==> src/rtl/game_flow_controller_if.sv <==
// Signal bundle between the maze-game flow sequencer and the character/score side.
// The controller takes the slave modport; the character blocks or bench take the master.
interface game_flow_controller_if #(
    parameter int NUM_GHOSTS = 4,
    parameter int SCORE_W    = 18
);
    logic                    start;
    logic                    frame_tick;
    logic [5:0]              pac_xtile;
    logic [5:0]              pac_ytile;
    logic [6*NUM_GHOSTS-1:0] ghost_xtile;
    logic [6*NUM_GHOSTS-1:0] ghost_ytile;
    logic [2*NUM_GHOSTS-1:0] ghost_mode;
    logic                    pellet_eaten;
    logic                    power_eaten;
    logic [2:0]              state;
    logic                    reset_players;
    logic                    pause;
    logic                    frightened;
    logic [NUM_GHOSTS-1:0]   ghost_eat;
    logic [1:0]              eat_chain;
    logic [2:0]              lives;
    logic [7:0]              level;
    logic [SCORE_W-1:0]      score;
    logic                    ghost_anim;
    logic                    pellet_anim;

    modport master (
        output start, frame_tick, pac_xtile, pac_ytile, ghost_xtile, ghost_ytile,
               ghost_mode, pellet_eaten, power_eaten,
        input  state, reset_players, pause, frightened, ghost_eat, eat_chain,
               lives, level, score, ghost_anim, pellet_anim
    );

    modport slave (
        input  start, frame_tick, pac_xtile, pac_ytile, ghost_xtile, ghost_ytile,
               ghost_mode, pellet_eaten, power_eaten,
        output state, reset_players, pause, frightened, ghost_eat, eat_chain,
               lives, level, score, ghost_anim, pellet_anim
    );
endinterface

==> src/rtl/game_flow_controller.sv <==
// Maze-game flow sequencer: phase FSM with frame-tick timers, scoring, lives,
// level progression and sprite animation toggles.
module game_flow_controller #(
    parameter int NUM_GHOSTS       = 4,
    parameter int LIVES            = 3,
    parameter int PELLET_COUNT     = 244,
    parameter int FRIGHT_FRAMES    = 360,
    parameter int EAT_FRAMES       = 60,
    parameter int DEATH_FRAMES     = 90,
    parameter int READY_FRAMES     = 120,
    parameter int CLEAR_FRAMES     = 120,
    parameter int ANIM_DIV         = 8,
    parameter int EXTRA_LIFE_SCORE = 10000,
    parameter int SCORE_W          = 18
) (
    input  logic                  clk,
    input  logic                  rst,
    game_flow_controller_if.slave bus
);
    localparam int TW = 16;
    localparam int PW = 16;
    localparam int AW = SCORE_W + 12;

    localparam logic [TW-1:0] READY_T    = TW'(READY_FRAMES);
    localparam logic [TW-1:0] FRIGHT_T   = TW'(FRIGHT_FRAMES);
    localparam logic [TW-1:0] EAT_T      = TW'(EAT_FRAMES);
    localparam logic [TW-1:0] DEATH_T    = TW'(DEATH_FRAMES);
    localparam logic [TW-1:0] CLEAR_T    = TW'(CLEAR_FRAMES);
    localparam logic [TW-1:0] GANIM_LAST = TW'(ANIM_DIV - 1);
    localparam logic [TW-1:0] PANIM_LAST = TW'(2 * ANIM_DIV - 1);
    localparam logic [PW-1:0] PELLET_INIT = PW'(PELLET_COUNT);
    localparam logic [2:0]    LIVES_INIT  = 3'(LIVES);
    localparam logic [AW-1:0] EXTRA_T     = AW'(EXTRA_LIFE_SCORE);
    localparam logic [AW-1:0] SCORE_MAX   = AW'((64'd1 << SCORE_W) - 64'd1);

    typedef enum logic [2:0] {
        ST_IDLE  = 3'd0,
        ST_READY = 3'd1,
        ST_PLAY  = 3'd2,
        ST_EAT   = 3'd3,
        ST_DYING = 3'd4,
        ST_CLEAR = 3'd5,
        ST_OVER  = 3'd6
    } state_e;

    state_e                state_q, state_d;
    logic [TW-1:0]         timer_q, timer_d;
    logic [TW-1:0]         fright_q, fright_d;
    logic [1:0]            chain_q, chain_d;
    logic [2:0]            lives_q, lives_d;
    logic [7:0]            level_q, level_d;
    logic [SCORE_W-1:0]    score_q, score_d;
    logic [PW-1:0]         pellets_q, pellets_d;
    logic                  xlife_q, xlife_d;
    logic [NUM_GHOSTS-1:0] ghost_eat_q, ghost_eat_d;
    logic [TW-1:0]         ganim_cnt_q, ganim_cnt_d;
    logic [TW-1:0]         panim_cnt_q, panim_cnt_d;
    logic                  ganim_q, ganim_d;
    logic                  panim_q, panim_d;

    logic                  hostile_hit_s;
    logic                  eat_hit_s;
    logic                  eat_take_s;
    logic [NUM_GHOSTS-1:0] eat_onehot_s;
    logic                  tile_match_s;
    logic                  take_s;
    logic                  timer_done_s;
    logic [TW-1:0]         fright_run_s;
    logic [1:0]            eff_chain_s;
    logic [PW-1:0]         pel_cnt_s;
    logic [PW-1:0]         pellets_left_s;
    logic [AW-1:0]         add_s;
    logic [AW-1:0]         sum_s;
    logic [AW-1:0]         score_sat_s;

    function automatic logic [1:0] chain_inc(input logic [1:0] c);
        return (c == 2'd3) ? 2'd3 : c + 2'd1;
    endfunction

    // Collision decode: any hostile contact, plus the lowest-index frightened contact.
    always_comb begin
        hostile_hit_s = 1'b0;
        eat_hit_s     = 1'b0;
        eat_onehot_s  = {NUM_GHOSTS{1'b0}};
        tile_match_s  = 1'b0;
        take_s        = 1'b0;
        for (int i = 0; i < NUM_GHOSTS; i++) begin
            tile_match_s    = (bus.ghost_xtile[6*i +: 6] == bus.pac_xtile) &&
                              (bus.ghost_ytile[6*i +: 6] == bus.pac_ytile);
            hostile_hit_s   = hostile_hit_s | (tile_match_s && (bus.ghost_mode[2*i +: 2] == 2'b00));
            take_s          = tile_match_s && (bus.ghost_mode[2*i +: 2] == 2'b01) && !eat_hit_s;
            eat_onehot_s[i] = take_s;
            eat_hit_s       = eat_hit_s | take_s;
        end
    end

    // PLAY datapath: points, saturating score, pellet counter and fright countdown.
    always_comb begin
        timer_done_s   = bus.frame_tick && (timer_q <= TW'(1));
        fright_run_s   = (bus.frame_tick && fright_q != {TW{1'b0}}) ? fright_q - TW'(1) : fright_q;
        eat_take_s     = eat_hit_s && !hostile_hit_s;
        // A power pellet in the same cycle as an eat starts the new fright first.
        eff_chain_s    = bus.power_eaten ? 2'd0 : chain_q;
        pel_cnt_s      = PW'(bus.pellet_eaten) + PW'(bus.power_eaten);
        pellets_left_s = (pellets_q > pel_cnt_s) ? pellets_q - pel_cnt_s : {PW{1'b0}};
        add_s          = (bus.pellet_eaten ? AW'(6'd10) : AW'(6'd0)) +
                         (bus.power_eaten  ? AW'(6'd50) : AW'(6'd0)) +
                         (eat_take_s ? (AW'(8'd200) << eff_chain_s) : AW'(8'd0));
        sum_s          = AW'(score_q) + add_s;
        score_sat_s    = (sum_s > SCORE_MAX) ? SCORE_MAX : sum_s;
    end

    // Phase sequencing and game bookkeeping.
    always_comb begin
        state_d     = state_q;
        timer_d     = (bus.frame_tick && timer_q != {TW{1'b0}}) ? timer_q - TW'(1) : timer_q;
        fright_d    = fright_q;
        chain_d     = chain_q;
        lives_d     = lives_q;
        level_d     = level_q;
        score_d     = score_q;
        pellets_d   = pellets_q;
        xlife_d     = xlife_q;
        ghost_eat_d = {NUM_GHOSTS{1'b0}};
        case (state_q)
            ST_IDLE, ST_OVER: begin
                if (bus.start) begin
                    state_d   = ST_READY;
                    timer_d   = READY_T;
                    fright_d  = {TW{1'b0}};
                    chain_d   = 2'd0;
                    score_d   = {SCORE_W{1'b0}};
                    lives_d   = LIVES_INIT;
                    level_d   = 8'd1;
                    pellets_d = PELLET_INIT;
                    xlife_d   = 1'b0;
                end else begin
                    state_d = state_q;
                end
            end
            ST_READY: state_d = timer_done_s ? ST_PLAY : ST_READY;
            ST_PLAY: begin
                fright_d  = bus.power_eaten ? FRIGHT_T : fright_run_s;
                chain_d   = eat_take_s ? chain_inc(eff_chain_s) : eff_chain_s;
                score_d   = score_sat_s[SCORE_W-1:0];
                pellets_d = pellets_left_s;
                if (!xlife_q && score_sat_s >= EXTRA_T) begin
                    xlife_d = 1'b1;
                    lives_d = (lives_q == 3'd7) ? 3'd7 : lives_q + 3'd1;
                end else begin
                    xlife_d = xlife_q;
                end
                if (hostile_hit_s) begin
                    state_d  = ST_DYING;
                    timer_d  = DEATH_T;
                    fright_d = {TW{1'b0}};
                    chain_d  = 2'd0;
                end else if (pellets_q != {PW{1'b0}} && pellets_left_s == {PW{1'b0}}) begin
                    state_d     = ST_CLEAR;
                    timer_d     = CLEAR_T;
                    fright_d    = {TW{1'b0}};
                    chain_d     = 2'd0;
                    ghost_eat_d = eat_onehot_s;
                end else if (eat_take_s) begin
                    state_d     = ST_EAT;
                    timer_d     = EAT_T;
                    ghost_eat_d = eat_onehot_s;
                end else begin
                    state_d = ST_PLAY;
                end
            end
            ST_EAT: state_d = timer_done_s ? ST_PLAY : ST_EAT;
            ST_DYING: begin
                if (timer_done_s) begin
                    if (lives_q <= 3'd1) begin
                        lives_d = 3'd0;
                        state_d = ST_OVER;
                    end else begin
                        lives_d = lives_q - 3'd1;
                        state_d = ST_READY;
                        timer_d = READY_T;
                    end
                end else begin
                    state_d = ST_DYING;
                end
            end
            ST_CLEAR: begin
                if (timer_done_s) begin
                    level_d   = (level_q == 8'd255) ? 8'd255 : level_q + 8'd1;
                    pellets_d = PELLET_INIT;
                    state_d   = ST_READY;
                    timer_d   = READY_T;
                end else begin
                    state_d = ST_CLEAR;
                end
            end
            default: state_d = ST_IDLE;
        endcase
    end

    // Animation dividers: ghost sprite runs only while unpaused, pellet blink outside IDLE.
    always_comb begin
        ganim_cnt_d = ganim_cnt_q;
        ganim_d     = ganim_q;
        panim_cnt_d = panim_cnt_q;
        panim_d     = panim_q;
        if (bus.frame_tick && state_q == ST_PLAY) begin
            ganim_cnt_d = (ganim_cnt_q >= GANIM_LAST) ? {TW{1'b0}} : ganim_cnt_q + TW'(1);
            ganim_d     = (ganim_cnt_q >= GANIM_LAST) ? ~ganim_q : ganim_q;
        end else begin
            ganim_cnt_d = ganim_cnt_q;
        end
        if (bus.frame_tick && state_q != ST_IDLE) begin
            panim_cnt_d = (panim_cnt_q >= PANIM_LAST) ? {TW{1'b0}} : panim_cnt_q + TW'(1);
            panim_d     = (panim_cnt_q >= PANIM_LAST) ? ~panim_q : panim_q;
        end else begin
            panim_cnt_d = panim_cnt_q;
        end
    end

    // State and datapath registers.
    always_ff @(posedge clk) begin
        if (rst) begin
            state_q     <= ST_IDLE;
            timer_q     <= {TW{1'b0}};
            fright_q    <= {TW{1'b0}};
            chain_q     <= 2'd0;
            lives_q     <= LIVES_INIT;
            level_q     <= 8'd1;
            score_q     <= {SCORE_W{1'b0}};
            pellets_q   <= PELLET_INIT;
            xlife_q     <= 1'b0;
            ghost_eat_q <= {NUM_GHOSTS{1'b0}};
            ganim_cnt_q <= {TW{1'b0}};
            panim_cnt_q <= {TW{1'b0}};
            ganim_q     <= 1'b0;
            panim_q     <= 1'b0;
        end else begin
            state_q     <= state_d;
            timer_q     <= timer_d;
            fright_q    <= fright_d;
            chain_q     <= chain_d;
            lives_q     <= lives_d;
            level_q     <= level_d;
            score_q     <= score_d;
            pellets_q   <= pellets_d;
            xlife_q     <= xlife_d;
            ghost_eat_q <= ghost_eat_d;
            ganim_cnt_q <= ganim_cnt_d;
            panim_cnt_q <= panim_cnt_d;
            ganim_q     <= ganim_d;
            panim_q     <= panim_d;
        end
    end

    assign bus.state         = state_q;
    assign bus.reset_players = (state_q == ST_IDLE) || (state_q == ST_READY);
    assign bus.pause         = (state_q != ST_PLAY);
    assign bus.frightened    = (fright_q != {TW{1'b0}});
    assign bus.ghost_eat     = ghost_eat_q;
    assign bus.eat_chain     = chain_q;
    assign bus.lives         = lives_q;
    assign bus.level         = level_q;
    assign bus.score         = score_q;
    assign bus.ghost_anim    = ganim_q;
    assign bus.pellet_anim   = panim_q;
endmodule

==> src/flat_wrapper.sv <==
// flat-port wrapper written by rule: the top's interface ports become plain ports
module game_flow_controller_flat 
#(
    parameter int NUM_GHOSTS       = 4,
    parameter int LIVES            = 3,
    parameter int PELLET_COUNT     = 244,
    parameter int FRIGHT_FRAMES    = 360,
    parameter int EAT_FRAMES       = 60,
    parameter int DEATH_FRAMES     = 90,
    parameter int READY_FRAMES     = 120,
    parameter int CLEAR_FRAMES     = 120,
    parameter int ANIM_DIV         = 8,
    parameter int EXTRA_LIFE_SCORE = 10000,
    parameter int SCORE_W          = 18
)
  (clk, rst, bus_start, bus_frame_tick, bus_pac_xtile, bus_pac_ytile, bus_ghost_xtile, bus_ghost_ytile, bus_ghost_mode, bus_pellet_eaten, bus_power_eaten, bus_state, bus_reset_players, bus_pause, bus_frightened, bus_ghost_eat, bus_eat_chain, bus_lives, bus_level, bus_score, bus_ghost_anim, bus_pellet_anim);
  game_flow_controller_if #(.NUM_GHOSTS(NUM_GHOSTS), .SCORE_W(SCORE_W)) bus_i ();
  input  logic clk;
  input  logic rst;
  input wire logic [$bits(bus_i.start)-1:0] bus_start;
  input wire logic [$bits(bus_i.frame_tick)-1:0] bus_frame_tick;
  input wire logic [$bits(bus_i.pac_xtile)-1:0] bus_pac_xtile;
  input wire logic [$bits(bus_i.pac_ytile)-1:0] bus_pac_ytile;
  input wire logic [$bits(bus_i.ghost_xtile)-1:0] bus_ghost_xtile;
  input wire logic [$bits(bus_i.ghost_ytile)-1:0] bus_ghost_ytile;
  input wire logic [$bits(bus_i.ghost_mode)-1:0] bus_ghost_mode;
  input wire logic [$bits(bus_i.pellet_eaten)-1:0] bus_pellet_eaten;
  input wire logic [$bits(bus_i.power_eaten)-1:0] bus_power_eaten;
  output wire logic [$bits(bus_i.state)-1:0] bus_state;
  output wire logic [$bits(bus_i.reset_players)-1:0] bus_reset_players;
  output wire logic [$bits(bus_i.pause)-1:0] bus_pause;
  output wire logic [$bits(bus_i.frightened)-1:0] bus_frightened;
  output wire logic [$bits(bus_i.ghost_eat)-1:0] bus_ghost_eat;
  output wire logic [$bits(bus_i.eat_chain)-1:0] bus_eat_chain;
  output wire logic [$bits(bus_i.lives)-1:0] bus_lives;
  output wire logic [$bits(bus_i.level)-1:0] bus_level;
  output wire logic [$bits(bus_i.score)-1:0] bus_score;
  output wire logic [$bits(bus_i.ghost_anim)-1:0] bus_ghost_anim;
  output wire logic [$bits(bus_i.pellet_anim)-1:0] bus_pellet_anim;
  assign bus_i.start = bus_start;
  assign bus_i.frame_tick = bus_frame_tick;
  assign bus_i.pac_xtile = bus_pac_xtile;
  assign bus_i.pac_ytile = bus_pac_ytile;
  assign bus_i.ghost_xtile = bus_ghost_xtile;
  assign bus_i.ghost_ytile = bus_ghost_ytile;
  assign bus_i.ghost_mode = bus_ghost_mode;
  assign bus_i.pellet_eaten = bus_pellet_eaten;
  assign bus_i.power_eaten = bus_power_eaten;
  assign bus_state = bus_i.state;
  assign bus_reset_players = bus_i.reset_players;
  assign bus_pause = bus_i.pause;
  assign bus_frightened = bus_i.frightened;
  assign bus_ghost_eat = bus_i.ghost_eat;
  assign bus_eat_chain = bus_i.eat_chain;
  assign bus_lives = bus_i.lives;
  assign bus_level = bus_i.level;
  assign bus_score = bus_i.score;
  assign bus_ghost_anim = bus_i.ghost_anim;
  assign bus_pellet_anim = bus_i.pellet_anim;
  game_flow_controller #(.NUM_GHOSTS(NUM_GHOSTS), .LIVES(LIVES), .PELLET_COUNT(PELLET_COUNT), .FRIGHT_FRAMES(FRIGHT_FRAMES), .EAT_FRAMES(EAT_FRAMES), .DEATH_FRAMES(DEATH_FRAMES), .READY_FRAMES(READY_FRAMES), .CLEAR_FRAMES(CLEAR_FRAMES), .ANIM_DIV(ANIM_DIV), .EXTRA_LIFE_SCORE(EXTRA_LIFE_SCORE), .SCORE_W(SCORE_W)) u_core (.clk(clk), .rst(rst), .bus(bus_i));
endmodule
==> config.mk <==
export PLATFORM = sky130hd
export DESIGN_NAME = game_flow_controller_flat
export DESIGN_NICKNAME = d
export VERILOG_FILES = /design/src/rtl/game_flow_controller_if.sv /design/src/rtl/game_flow_controller.sv /design/src/flat_wrapper.sv
export SDC_FILE = /design/constraint.sdc
export NUM_CORES = 1
export LEC_CHECK = 0
export ABC_AREA = 1
export CAP_MARGIN = 15
export CORE_ASPECT_RATIO = 0.9
export CORE_MARGIN = 2
export CORE_UTILIZATION = 26
export DETAILED_ROUTE_END_ITERATION = 10
export HOLD_SLACK_MARGIN = 0.03
export PLACE_DENSITY = 0.4
export SLEW_MARGIN = 20
export SYNTH_ARGS = -nofsm -noshare
export SYNTH_HDL_FRONTEND = slang
export SYNTH_SLANG_ARGS = --single-unit
==> constraint.sdc <==
create_clock -name clk -period 6.2 [get_ports clk]
set_input_delay 0.93 -clock clk [delete_from_list [all_inputs] [get_ports clk]]
set_output_delay 0.93 -clock clk [all_outputs]
set_load 0.01 [all_outputs]
==> impl_metrics.yaml, run 1 <==
timing:
  timing.final.crit_period_ns: 5.079
  min_period_over_period_pct: 81.92
  fin_setup_tns_ns: 0
  finalWorstSetupSlack_ns: 1.121
  fmax_mhz: 196.9
  drv_slew: 0
  worst_clock_skew_ns: 0.008636
  tightestPinTransition_ns: 0.8977
  rsz0062_at_grt: "false"
  hold_violations: 0
  finalSetupViolCount: 0
  maxSlewHeadroom_pct: 39.93
detailed_routing:
  via_count: 8007
  totalWireLength_um: 24880
  ant_nets: 0
  drc_errors: 0
  wl_per_cell_um: 13.90
  firstDrtPassIters: 5
  wl_met2_um: 11150
  drt_iter0_markers: 394
  route.met3.wl_um: 835
  wl_met1_um: 12520
  viasPerCell: 4.473
  topRoutingLayerUsed: "met4"
clocking:
  cts_buffers: 17
  clockBufferDepth: 2
  cts_resized: 0
  clk_latency_ns: 0.43
  cts_tree: "done"
  cts_root_buf: "clkbuf_16"
  clock-sinks: 121
  htreeDepth: 4
  cts.clk_slew.worst_paths_ns: 0.06
  cts_hold_buffers: 0
  post-cts-setup-buffer-count: 0
finish:
  fin_area_um2: 10380
  fin_nets: 1480
  final_common_cell: "nand2_1"
  area_delta_synth_final_pct: 25.86
  layout-drive-gt1-share_pct: 8.038
  diodes: 0
  final_cell_mix: "nand2_1, nor2_1, inv_1"
  post-route-util_pct: 33.42
min_path:
  worstHoldStart: "u_core.panim_cnt_q[14]$_SDFFE_PP0P_"
  hold_class: "reg -> reg"
  hold_depth: 2
  holdPathEnd: "u_core.panim_cnt_q[14]$_SDFFE_PP0P_"
floorplanning:
  initial_core_util_pct: 26.56
  die_w_um: 191.8
  design.portCount: 117
  core_area_um2: 31060
  floorplan.die_area_um2: 33170
  die-height_um: 173.0
  placementRows: 61
grt:
  grt_use_total_pct: 15.46
  grt_max_degree: 34
  antenna_found_initial: 0
  grt_pass1_wl_um: 41140
  grt_pass1_vias: 7904
  grt_overflow: 0
yosys:
  syn_area_um2: 8249
  synth-seq-cells: 121
  synth_edf_count: 0
  ys_seq_area_share_pct: 29.36
  syn_area_per_cell_um2: 6.584
  ys_types: 54
  synthArstFlopShare_pct: 0
  ys_warn_count: 0
  syn-instance-count: 1253
  syn_nets: 1365
  synth_ff_type: "dfxtp_1"
place:
  post-dp-hpwl_um: 19220
  place_area_um2: 9839
  portBuffers: 116
  place_ws_ns: 0.6734
  gp_congestion: 0.8444
worst_setup_path:
  r2r_start: "u_core.bus.eat_chain[0]$_SDFFE_PP0P_"
  critPathCaptureType: "flop"
  worst_r2r_path_depth: 25
  r2r_end: "u_core.bus.lives[0]$_SDFFE_PP1P_"
  worstPathRequired_ns: 6.50
  start_kind: "primary input"
  cp.arrival_ns: 5.38
  rrSetupSlack_ns: 2.48
  path_max_fanout: 10
  critical_path_class: "in -> reg"
power_and_ir_drop:
  p_per_area_nw_per_um2: 233.0
  p_leak_uw: 0.004534
  max-vdd-ir-drop_v: 0.0001706
outcome:
  outcome: "completed"
flow_run:
  cap_violations: 0
-- layout make-up --
type,instances,area (µm²)
Fill cell,3303,20680
Multi-Input combinational cell,930,5029
Sequential cell,121,2422
Timing Repair Buffer,126,1231
Inverter,172,645.6
Tap cell,409,511.7
Clock buffer,18,429.2
Clock inverter,14,113.9
-- critical path, cell delays in order --
cell             delay, ns
clkdlybuf4s50_1       0.63
xnor2_1               0.15
o21ai_1               0.08
nor3_1                0.37
nand4_1               0.23
nand4_1               0.25
nand3_1               0.14
fa_1                  0.51
inv_1                 0.04
ha_1                  0.35
nand2_1               0.10
inv_1                 0.06
nand3_1               0.10
nand2_1               0.16
nand3_1               0.12
nand2_1               0.12
nand2_2               0.14
inv_2                 0.21
nor2_1                0.08
nand2_1               0.07
nand3_1               0.07
nand2_1               0.08
nand2_1               0.07
nand2_2               0.10
nand3_2               0.09
nand2_1               0.08
nand3_1               0.06
-- state kept, by name, summed over array words and instances, names as in the netlist, 4 cells and up --
register              flops
u_core.timer_q           16
u_core.fright_q          16
u_core.bus.ghost_eat      4
u_core.bus.score         18
u_core.panim_cnt_q       16
u_core.ganim_cnt_q       16
u_core.bus.level          8
u_core.pellets_q         16
-- how the worst max path moves through the flow --
stage | from | endpoint | slack, ns | depth (start not counted)
final | bus_pac_ytile[4] | u_core.bus.lives[0]$_SDFFE_PP1P_ | 1.12 | 27
after global routing | bus_pac_ytile[2] | u_core.bus.lives[2]$_SDFFE_PP0P_ | 0.62 | 29
after CTS | bus_pac_ytile[4] | u_core.bus.lives[0]$_SDFFE_PP1P_ | 1.13 | 27
after detailed placement | bus_pac_ytile[4] | u_core.bus.lives[1]$_SDFFE_PP1P_ | 0.67 | 27
after global placement | bus_pac_ytile[4] | u_core.bus.lives[2]$_SDFFE_PP0P_ | 0.79 | 28
after floorplan | bus_pac_ytile[5] | u_core.bus.lives[2]$_SDFFE_PP0P_ | 1.86 | 30
-- stage by stage --
stage / hold slack (ns) / power (µW) / cells
finish: 0.4311 / 2420 / 1790
global route: 0.4572 / 2585 / 1790
CTS: 0.4348 / 2460 / 1790
detailed placement: 0.4237 / 1499 / 1758
global placement: 0.4240 / 1504 / 1758
floorplan: 0.4137 / 1307 / 1253
-- cells in the mapped netlist (12+ instances only) --
cell	n	area (µm²)
a21oi_1	45	225.2
or2_2	12	75.07
nand2_1	282	1059
inv_1	162	608.1
xor2_1	32	280.3
nand4_1	40	250.2
ha_1	34	425.4
nor3_1	24	120.1
clkbuf_1	17	63.81
o21ai_0	51	255.2
nand3_2	17	170.2
nand3_1	86	430.4
nor4_1	12	75.07
xnor2_1	30	262.8
nor2_1	178	668.1
dfxtp_1	121	2422
o22ai_1	12	75.07
-- power by group --
group | internal (µW) | leakage (µW) | total, µW | switching, µW
Combinational | 250 | 0.00329 | 599 | 349
Sequential | 826 | 0.000981 | 880 | 53.8
Clock | 521 | 0.000261 | 941 | 421
Total | 1600 | 0.00453 | 2420 | 823
-- layer usage --
metal | GRT usage (%) | vias to the layer above
met2 | 24.65 | 132
met5 | 0 | -
met4 | 4.615 | 0
met1 | 21.10 | 3568
li1 | - | 4281
met3 | 2.821 | 26
-- cell families (layout without fill, tap and decap cells) --
kind of cell / count (synthesis) / in the layout / share of synthesized area [%]
xor gates and xnor gates: 62 / 62 / 6.583
and+or+nand+nor: 695 / 695 / 39.00
adders and majority gates: 38 / 38 / 6.128
DFF: 121 / 121 / 29.36
AOI/OAI and AO/OA: 135 / 135 / 9.252
buffers and inverters: 202 / 330 / 9.677
Note: power is estimated with default switching activity, not from simulation.
==> inputs of run 2 (changes only) <==
- clock period: 6.2 -> 4.8 ns (I/O delays scaled with it)
==> run 2 against run 1 <==
  * Sequential power increased by 30%
  * Routed wire length rose by 2.2%
  * Clock-buffer cell count unchanged
  * Global-route usage up 0.30 points
  * Sequential share of layout area down 1.1 points
  * Cell area increased by 5.1%
  * Critical path type unchanged
  * Largest cell class unchanged
==> impl_metrics.yaml, run 2 (synthesis results as in run 1) <==
power_and_ir_drop:
  p_leak_uw: 0.004827
  internal_power_uw: 2070
  pwr-share-comb_pct: 25.1
  sw_frac_of_total_pct: 33.95
  p_per_area_nw_per_um2: 287.2
  power.share.clock_pct: 38.7
  net-switching-power_uw: 1064
  max-vdd-ir-drop_v: 0.0002284
  pwr-share-seq_pct: 36.3
grt:
  grt_pass1_vias: 8074
  grt_max_degree: 30
  antenna_found_initial: 0
  grt_pass1_wl_um: 41920
  use_met2_pct: 23.92
  grt_busiest_layer: "met2"
  grt_overflow: 0
  grt_util_met1_pct: 22.48
  met3_usage_pct: 2.923
  grt_use_total_pct: 15.76
floorplanning:
  initial_core_util_pct: 26.56
  die_w_um: 191.8
  placementRows: 61
  core_area_um2: 31060
  floorplan.die_area_um2: 33170
  die-height_um: 173.0
  design.portCount: 117
timing:
  tightestPinTransition_ns: 0.9457
  fmax_mhz: 223.0
  finalWorstSetupSlack_ns: 0.3152
  maxSlewHeadroom_pct: 36.72
  timing.final.crit_period_ns: 4.485
  drv_slew: 0
  rsz0062_at_grt: "true"
  worst_clock_skew_ns: 0.007538
  fin_setup_tns_ns: 0
  min_period_over_period_pct: 93.43
  hold_violations: 0
  finalSetupViolCount: 0
worst_setup_path:
  critical_path_class: "in -> reg"
  slowest_stage: "clkdlybuf4s50_1"
  worstPathRequired_ns: 5.12
  startpoint: "bus_pac_xtile[0]"
  path_common_cell: "nand2_1"
  cp.arrival_ns: 4.81
  path_max_fanout: 5
  cp_slowest_stage_delay_ns: 0.50
  r2r_start: "u_core.bus.eat_chain[0]$_SDFFE_PP0P_"
  critPathCaptureType: "flop"
  start_kind: "primary input"
  worst_r2r_path_depth: 26
finish:
  final_cell_mix: "nand2_1, nor2_1, inv_1"
  final_common_cell: "nand2_1"
  layout-drive-gt1-share_pct: 13.22
  fin_area_um2: 10910
  largest_register_ffs: 18
  fin_nets: 1529
  post-route-util_pct: 35.13
  area_delta_synth_final_pct: 32.28
  fill_cells: 3398
  diodes: 0
min_path:
  hold_depth: 2
  worstHoldStart: "u_core.panim_cnt_q[12]$_SDFFE_PP0P_"
  hold_class: "reg -> reg"
place:
  post-dp-hpwl_um: 19620
  gp_congestion: 0.8395
  portBuffers: 116
  place_area_um2: 10200
  place_ws_ns: -0.3093
clocking:
  cts_tree: "done"
  clock-sinks: 121
  cts.clk_slew.worst_paths_ns: 0.06
  clk_latency_ns: 0.43
  cts_root_buf: "clkbuf_16"
  cts_hold_buffers: 0
  cts_buffers: 17
  htreeDepth: 4
  clockBufferDepth: 2
detailed_routing:
  via_count: 8111
  wl_per_cell_um: 13.82
  drc_errors: 0
  firstDrtPassIters: 4
  ant_nets: 0
  viasPerCell: 4.411
  drt_iter0_markers: 328
  totalWireLength_um: 25420
outcome:
  outcome: "completed"
flow_run:
  cap_violations: 0
-- run 2: worst paths after layout --
path | end | slack (ns)
setup / recovery | u_core.bus.lives[2]$_SDFFE_PP0P_ | 0.32
hold / removal | u_core.panim_cnt_q[12]$_SDFFE_PP0P_ | 0.44
setup reg to reg | u_core.bus.lives[2]$_SDFFE_PP0P_ | 1.21
hold reg to reg | u_core.panim_cnt_q[12]$_SDFFE_PP0P_ | 0.44
-- run 2: through the flow --
| step | std cells | hold WS [ns] | total power, µW |
|---|---|---|---|
| detailed placement | 1805 | 0.4280 | 1945 |
| floorplan | 1253 | 0.4137 | 1688 |
| finish | 1839 | 0.4357 | 3134 |
| CTS | 1837 | 0.4384 | 3184 |
| global route | 1839 | 0.4603 | 3347 |
| global placement | 1805 | 0.4246 | 1951 |
-- run 2: critical path: cells and delay by family --
family	cells	cell delay, ns
and+or+nand+nor	18	1.72
buffers and inverters	8	1.19
adders and majority gates	2	0.82
xor gates and xnor gates	2	0.35
-- run 2: power by group through the flow --
stage | Combinational, µW | Clock [µW] | Sequential [µW]
floorplan | 544 | 0 | 1140
global route | 896 | 1300 | 1150
detailed placement | 786 | 0 | 1160
CTS | 791 | 1250 | 1140
global placement | 790 | 0 | 1160
finish | 785 | 1210 | 1140
-- run 2: area by class of cell --
type,instances,area [µm²],area share [%]
Clock buffer,18,429.2,3.933
Tap cell,409,511.7,4.690
Clock inverter,14,113.9,1.043
Multi-Input combinational cell,931,5175,47.43
Inverter,172,645.6,5.917
Timing Repair Buffer,174,1614,14.79
Sequential cell,121,2422,22.20
-- run 2: timing repair --
item                                    in CTS  in global routing
hold endpoints to repair                     0                  0
buffers inserted                             0                  1
endpoints found under the setup margin       0                  4
resized for setup                            0                 35
-- run 2: routing by layer --
metal	up-vias	share of wire, %
met2	103	43
li1	4382	-
met4	0	1.7
met5	-	0
met1	3604	52
met3	22	2.9
==> inputs of run 3 (changes only) <==
- GPL_TIMING_DRIVEN: unset -> 0
- PLACE_DENSITY: 0.4 -> unset
- SLEW_MARGIN: 20 -> 15
==> run 3 against run 2 <==
  * Fmax down 2.9%
  * Die area stayed put
  * Register-to-register slack lost 0.14 ns
  * Sequential power hardly changed
  * Setup slack worse by 0.13 ns
  * Utilization is 0.30 points lower
  * Via count rose by 3.8%
  * Sequential share of layout area increased by 0.19 points
  * Critical path depth shrank 1
  * Critical endpoint is now u_core.bus.lives[1]$_SDFFE_PP1P_
  * Largest cell class unchanged
==> impl_metrics.yaml, run 3 (synthesis results as in run 1) <==
clocking:
  htreeDepth: 4
  cts_buffers: 17
  clockBufferDepth: 2
  clk_latency_ns: 0.42
  cts.clk_slew.worst_paths_ns: 0.06
  clock-sinks: 121
  cts_hold_buffers: 0
  cts_root_buf: "clkbuf_16"
  cts_tree: "done"
grt:
  grt_busiest_layer: "met2"
  grt_pass1_vias: 7869
  antenna_found_initial: 0
  use_met2_pct: 24.35
  grt_util_met1_pct: 19.87
  grt_max_degree: 17
  grt_pass1_wl_um: 39680
  met3_usage_pct: 3.024
  grt_overflow: 0
  grt_use_total_pct: 14.86
timing:
  hold_violations: 0
  worst_clock_skew_ns: 0.009486
  tightestPinTransition_ns: 0.8916
  finalSetupViolCount: 0
  fmax_mhz: 216.6
  min_period_over_period_pct: 96.20
  drv_slew: 0
  fin_setup_tns_ns: 0
  timing.final.crit_period_ns: 4.618
  maxSlewHeadroom_pct: 40.34
worst_setup_path:
  worstPathRequired_ns: 5.10
  r2r_end: "u_core.bus.lives[1]$_SDFFE_PP1P_"
  critPathCaptureType: "flop"
  cp.arrival_ns: 4.92
  worst_r2r_path_depth: 25
  path_common_cell: "nand2_1"
  r2r_start: "u_core.bus.eat_chain[1]$_SDFFE_PP0P_"
  start_kind: "primary input"
  cp_top_family: "simple AND/OR/NAND/NOR gates"
  cp_slowest_stage_delay_ns: 0.49
  worst-path-buf-inv: 5
  slowest_stage: "fa_1"
  rrSetupSlack_ns: 1.07
  critical_path_class: "in -> reg"
  path_max_fanout: 10
place:
  post-dp-hpwl_um: 18900
  gp_congestion: 0.8847
  portBuffers: 114
  place_inst: 1776
finish:
  diodes: 0
  final-seq-area_um2: 2422
  area_delta_synth_final_pct: 31.14
  layout-drive-gt1-share_pct: 11.14
  fill_cells: 3293
  multi_input_area_um2: 5241
  layoutNonFillerInstCount: 1818
  final_cell_mix: "nand2_1, nor2_1, inv_1"
  fin_nets: 1508
  largest_register_ffs: 18
  final_common_cell: "nand2_1"
detailed_routing:
  firstDrtPassIters: 5
  totalWireLength_um: 24740
  ant_nets: 0
  drt_iter0_markers: 533
  wl_per_cell_um: 13.61
  viasPerCell: 4.633
  drc_errors: 0
  via_count: 8422
min_path:
  hold_class: "reg -> reg"
  holdPathEnd: "u_core.panim_cnt_q[14]$_SDFFE_PP0P_"
  worstHoldStart: "u_core.panim_cnt_q[14]$_SDFFE_PP0P_"
  hold_depth: 2
flow_run:
  cap_violations: 0
power_and_ir_drop:
  p_leak_uw: 0.004708
  power.total_uw: 3270
  p_per_area_nw_per_um2: 302.3
  max-vdd-ir-drop_v: 0.0001711
outcome:
  outcome: "completed"
floorplanning:
  initial_core_util_pct: 26.56
  placementRows: 61
  core_area_um2: 31060
  die-height_um: 173.0
  die_w_um: 191.8
  design.portCount: 117
  floorplan.die_area_um2: 33170
-- run 3: cell types whose count changed in the layout (fill, tap and decap cells not counted), sizes merged, moves of 2 or more --
cell / delta
bufinv: +2
clkdlybuf4s50: -8
dlygate4sd2: +7
inv: +3
clkbuf: +16
buf: -36
clkinvlp: -3
-- run 3: worst min-delay path, cell delays in order (launching register included) --
cell and delay, ns:
dfxtp_1 0.31, nand2_1 0.06, nor2_1 0.03
-- run 3: layout make-up --
cell class	instances	area share (%)
multi-input cells	930	48.45
flip-flops and latches	121	22.39
repair buffers	124	11.25
inverters	172	6.037
well taps	409	4.731
clock buffers	17	3.932
clock inverters	15	1.642
plain buffers	30	1.561
-- run 3: how the worst max path moves through the flow --
stage	slack, ns	startpoint	end	cells past startpoint
finish	0.18	bus_ghost_xtile[1]	u_core.bus.lives[1]$_SDFFE_PP1P_	29
global route	-0.03	bus_ghost_xtile[1]	u_core.bus.lives[2]$_SDFFE_PP0P_	30
CTS	0.0006	bus_pac_xtile[2]	u_core.bus.lives[1]$_SDFFE_PP1P_	29
detailed placement	-1.09	bus_pac_xtile[1]	u_core.bus.lives[2]$_SDFFE_PP0P_	30
global placement	-1.11	bus_pac_xtile[1]	u_core.bus.lives[2]$_SDFFE_PP0P_	30
floorplan	0.67	bus_pac_ytile[5]	u_core.bus.lives[2]$_SDFFE_PP0P_	30
-- run 3: stage by stage --
stage	util (%)	setup WS, ns	area, µm²	hold slack, ns
global placement	31.88	-1.106	9902	0.4216
finish	34.83	0.1822	10820	0.4377
CTS	34.15	0.0006497	10610	0.4367
global route	34.83	-0.03477	10820	0.4513
detailed placement	31.88	-1.087	9902	0.4273
floorplan	-	0.6697	8249	0.4137
-- run 3: what timing repair did --
| action | 4_1_cts | 5_1_grt |
|---|---|---|
| setup buffers | 4 | 6 |
| resized for setup | 25 | 39 |
| pin swaps | 4 | 14 |
| endpoints found under the setup margin | 14 | 4 |
-- run 3: layer usage --
layer	share of wire, %	up-vias	wire (µm)
met4	1.1	0	263
met2	45	224	11110
li1	-	4344	-
met5	0	-	0
met3	5.8	22	1445
met1	48	3832	11920
-- run 3: report_power, final --
group,leakage [µW],switching [µW],internal (µW),total [µW]
logic,0.00343,469,326,795
registers,0.000981,71.5,1070,1140
clock network,0.000299,551,786,1340
